===== src/rtl/tt_check_pkg.sv =====
// Shared types and constants for the 3-input truth-table sweep checker.
package tt_check_pkg;

    typedef enum logic [1:0] {
        IDLE,
        WAIT,
        CHECK,
        FINISH
    } tt_state_t;

    localparam int N_VECTORS = 8;
    localparam int CNT_W     = 4;
    localparam int VEC_W     = 3;

    // Settle time must fit the counter and leave at least one hold cycle.
    function automatic logic settle_legal(input int settle);
        return (settle >= 1) && (settle <= 15);
    endfunction

endpackage


===== src/rtl/settle_counter.sv =====
// Loadable down-counter that times how long each vector is held before
// its check cycle. It stops at zero and reports that through `zero`.
import tt_check_pkg::*;

module settle_counter (
    input  logic             clk,
    input  logic             reset,
    input  logic             load,
    input  logic [CNT_W-1:0] load_val,
    input  logic             dec,
    output logic             zero
);

    logic [CNT_W-1:0] cnt;

    // Count register: load has priority over decrement, never wraps below zero.
    always_ff @(posedge clk) begin
        // NOTE: sequential state uses non-blocking assignments so every
        // register samples the values present before the edge.
        if (reset) begin
            cnt <= '0;
        end else if (load) begin
            cnt <= load_val;
        end else if (dec && (cnt != '0)) begin
            cnt <= cnt - CNT_W'(1);
        end
    end

    assign zero = (cnt == '0);

endmodule


===== config.mk =====
export PLATFORM = sky130hd
export DESIGN_NAME = settle_counter
export DESIGN_NICKNAME = d
export VERILOG_FILES = /design/src/rtl/tt_check_pkg.sv /design/src/rtl/settle_counter.sv
export SDC_FILE = /design/constraint.sdc
export NUM_CORES = 1
export LEC_CHECK = 0
export ABC_CLOCK_PERIOD_IN_PS = 2300
export BUFFER_PORTS_ARGS = -buffer_cell sky130_fd_sc_hd__buf_2
export CAP_MARGIN = 20
export CORE_AREA = 2 2 39 41
export CTS_BUF_LIST = sky130_fd_sc_hd__clkbuf_4 sky130_fd_sc_hd__clkbuf_8
export CTS_CLUSTER_SIZE = 28
export DETAILED_ROUTE_END_ITERATION = 6
export DIE_AREA = 0 0 41 43
export GPL_TIMING_DRIVEN = 0
export SLEW_MARGIN = 0
export SYNTH_ARGS = -nofsm -noshare
export SYNTH_HDL_FRONTEND = slang
export SYNTH_SLANG_ARGS = --single-unit

===== constraint.sdc =====
create_clock -name clk -period 2.3 [get_ports clk]
set_clock_uncertainty 0.15 [all_clocks]
set_input_delay 0.575 -clock clk [delete_from_list [all_inputs] [get_ports clk]]
set_output_delay 0.575 -clock clk [all_outputs]
set_load 0.02 [all_outputs]

# --- After elaboration in Yosys (flattened, before gate mapping) ---
# Cells that the tools add are included.
word_totals:
  ff_bits: 4
  latchBits: 0
  ramBits: 0
  mem_bits_ro: 0
  in_bits: 8
  out_inout_bits: 1
  wordCells: 8
  mem_count: 0
op_classes:
  n_addsub: 1
  multipliers: 0
  div: 0
  n_lt_le_gt_ge: 0
  eq_ne: 0
  shift: 0
  mux: 2
  n_bitwise: 0
  reduce_logical: 4
op_table:
  columns: ["cell", "n"]
  rows:
  - ["two-way mux 4 bit", 2]
  - ["logical NOT 4 bit", 1]
  - ["nonzero test 4 bit", 1]
  - ["subtractor 4 x 1 -> 4 bit, second input constant", 1]
  - ["nonzero test 2 bit", 1]
  - ["logical AND 1 bit", 1]

# --- Logic depth before layout (Yosys ltp) ---
depth:
  word_depth: 4
  ltp_mapped: 5
  mapped_depth_nobuf: 5

# --- Worst setup path after synthesis ---
# OpenSTA, ideal clock, no wires.
synth_timing:
  path_kind: "flip-flop to output port"
  start: "register cnt[1]"
  end: "output port zero"
  arrival_time_ns: 1.173
  required_ns: 1.575
  path_slack_ns: 0.402
  path_stages_with_launch: 5
  n_path_buf: 0
  cell_sequence: "dfxtp_1 > inv_1 > ha_1 > or3b_4 > inv_1"
synth_via:
  elab_chain_len: 1
synth_rtl:
  columns: ["item", "line", "rtl"]
  rows:
  - ["from (decl)", "settle_counter.sv:14", "logic [CNT_W-1:0] cnt;"]
  - ["from (signal assigned)", "settle_counter.sv:23", "cnt <= load_val;"]
  - ["from (signal assigned)", "settle_counter.sv:25", "cnt <= cnt - CNT_W'(1);"]
  - ["logical NOT 4 bit", "settle_counter.sv:29", "assign zero = (cnt == '0);"]
  - ["to (decl)", "settle_counter.sv:11", "output logic zero"]
# Every way passes these cells.

# --- Worst setup path after layout ---
# Same ends and word-level chain as after synthesis.

==> results.yml <==
sta:
  setup_violations: 0
  rsz0062_at_grt: "no"
  slew_viol_final: 0
  fin_crit_sh_pct: 95.92
  tns_ns: 0
  fmaxAchievable_mhz: 453.3
  worstMarginPinSlew_ns: 0.2461
  finalCriticalPeriod_ns: 2.206
  maxSlewHeadroom_pct: 83.55
  finalHoldViolCount: 0
cts:
  cts.clk_slew.worst_paths_ns: 0.04
  cts.htree.levels: 1
  clock_path_buffers: 2
  clkLatencyLatePin_ns: 0.24
  cts_made_buffers: 3
  cts_tree: "yes"
  cts_num_sinks: 4
  hold_buffers: 0
  root_buffer: "clkbuf_4"
drt:
  drc: 0
  wire_per_inst_um: 9.500
  vias: 257
  viasPerCell: 4.589
  firstDrtPassIters: 2
  wirelength_um: 532
  ant_nets: 0
  drt_iter0_markers: 3
critical_path:
  cpLargestDelayFamily: "simple AND/OR/NAND/NOR gates"
  crit_chain: "inv_1 > ha_4 > or3b_4 > inv_1 > buf_2"
  crit_arrival_ns: 1.48
  start_kind: "register"
  crit_type: "register to output port"
  cp.buffers_inverters: 3
  path_depth: 5
  cp_slowest_stage_delay_ns: 0.42
  r2r_end: "cnt[1]"
  r2r_cells: 5
  worstSetupEndpointType: "output port"
  r2r-start: "cnt[1]"
  cp_slowest_cell: "or3b_4"
  cp-endpoint: "zero"
  critical_path_required_ns: 1.57
  r2r_slack_ns: 0.57
  cp_common_cell: "inv_1"
  setup.worst_path.start: "cnt[1]"
  crit_path_max_fanout: 5
floorplanning:
  fp.coreArea_mm2: 0.001384
  die_height_um: 43
  die_w_um: 41
  die-area_mm2: 0.001763
  start_util_pct: 18.99
  rows: 14
  pin_count: 9
synthesis:
  syn_avg_cell_area_um2: 9.060
  postSynthCellCount: 29
  yosys-top-cells-area: "dfxtp_1 (30%), a2111oi_4 (10%), nor2_1 (7.1%)"
  syn-num-nets: 38
  ys_types: 16
  ys_seq_area_share_pct: 30.48
  yosys.area.top_type: "dfxtp_1"
  ys_ff_latch: 4
  syn_area_um2: 262.8
  synth_top_area_share_pct: 30.48
  ys_warn_count: 0
finish:
  antenna_cells: 0
  largestRegisters: "cnt: 4 flops"
  largest_reg_flops: 4
  multi_input_area_um2: 180.2
  area_growth_pct: 36.19
  register_area_um2: 80.08
  fin_nets: 51
  largest_register: "cnt"
  fin_util_pct: 25.86
  final_layout_size_suffix_gt1_share_pct: 37.50
  n_fill_cell: 158
pwr:
  vdd_ir_drop_max_mv: 0.1829
  p_leak_uw: 0.0001466
  power_uw: 228.2
  powerDensity_mw_per_mm2: 637.7
grt:
  grt_pass1_wl_um: 979
  track_usage_pct: 8.945
  grt_pass1_vias: 253
  grt_start_max_net_pins: 8
  grt_overflow: 0
  antenna_found_initial: 0
placement:
  place.gp.congestion: 0.7155
  hpwlAfterDp_um: 411.7
  numPortBuffers: 8
outcome:
  status: "finished, final reports clean"
hold_path:
  holdCritPathClass: "register to register"
job:
  cap_violations: 0
[metrics by stage]
stage	cells	hold WS, ns	cell area (um^2)	setup slack (ns)
after global placement	53	0.3609	322.8	0.2983
after detailed placement	53	0.3642	322.8	0.2834
after global routing	56	0.3897	357.8	0.01643
final	56	0.3698	357.8	0.09377
after CTS	56	0.3697	345.3	0.02937
after floorplan	29	0.3344	262.8	0.4017
[worst min path at each step]
| stage | from | to | slack, ns | depth (start not counted) |
|---|---|---|---|---|
| final | cnt[2] | cnt[2] | 0.37 | 2 |
| after global routing | cnt[2] | cnt[2] | 0.39 | 2 |
| after CTS | cnt[2] | cnt[2] | 0.37 | 2 |
| after detailed placement | cnt[2] | cnt[2] | 0.36 | 2 |
| after global placement | cnt[2] | cnt[2] | 0.36 | 2 |
| after floorplan | cnt[2] | cnt[2] | 0.33 | 2 |
[power breakdown]
part | leakage (uW) | total, uW | switching (uW) | internal (uW)
clock network | 0.0000138 | 88.2 | 29.7 | 58.4
registers | 0.0000333 | 80.9 | 4.94 | 75.9
logic | 0.0000995 | 59.2 | 31.4 | 27.8
[placed cells by master (no fill, tap or decap), types with 2 or more instances in the layout]
master	n
buf_2	8
inv_1	4
a311oi_1	2
dfxtp_1	4
nand2_1	3
nor2_1	5
clkbuf_4	3
[final cells by class]
| cell class | count | share of cell area (%) |
|---|---|---|
| Clock buffer | 3 | 6.294 |
| Multi-Input combinational cell | 21 | 50.35 |
| Timing Repair Buffer | 8 | 11.19 |
| Inverter | 4 | 4.196 |
| Sequential cell | 4 | 22.38 |
| Tap cell | 16 | 5.594 |
[logic make-up after synthesis]
logic type               count (synthesis)  synth area share (%)
adder cells (fa/ha/maj)                  1                 4.761
flip-flops                               4                 30.48
AO/OA/AOI/OAI                            6                 26.67
AND/OR/NAND/NOR                         13                 28.57
multiplexers                             1                 3.810
buffers and inverters                    4                 5.713
[per-layer routing]
layer | up-vias | part of all wire (%) | global-route usage, %
li1 | 129 | - | -
met1 | 123 | 41 | 8.065
met2 | 5 | 50 | 12.50
met3 | 0 | 9.2 | 9.424
met4 | 0 | 0 | 4.000
met5 | - | 0 | 0
[Yosys cell counts, drive strengths merged]
cell	instances
a211oi	1
nand2	3
dfxtp	4
or3b	1
mux2i	1
a311o	1
a2111oi	1
a21o	1
ha	1
nor4b	1
a311oi	2
nand4b	1
nor2	5
nor3	1
inv	4
nand3	1
[worst min-delay path: cells and delay by family (launching register included)]
| kind | cells | cell delay, ns |
|---|---|---|
| simple gates | 1 | 0.06 |
| flops | 1 | 0.33 |
| compound gates | 1 | 0.08 |
[timing repair]
action,4_1_cts,5_1_grt
setup endpoints to repair,0,1
resized for setup,0,2
setup buffers,0,0
endpoints found under the hold margin,0,0
Note: power is estimated with default switching activity, not from simulation.
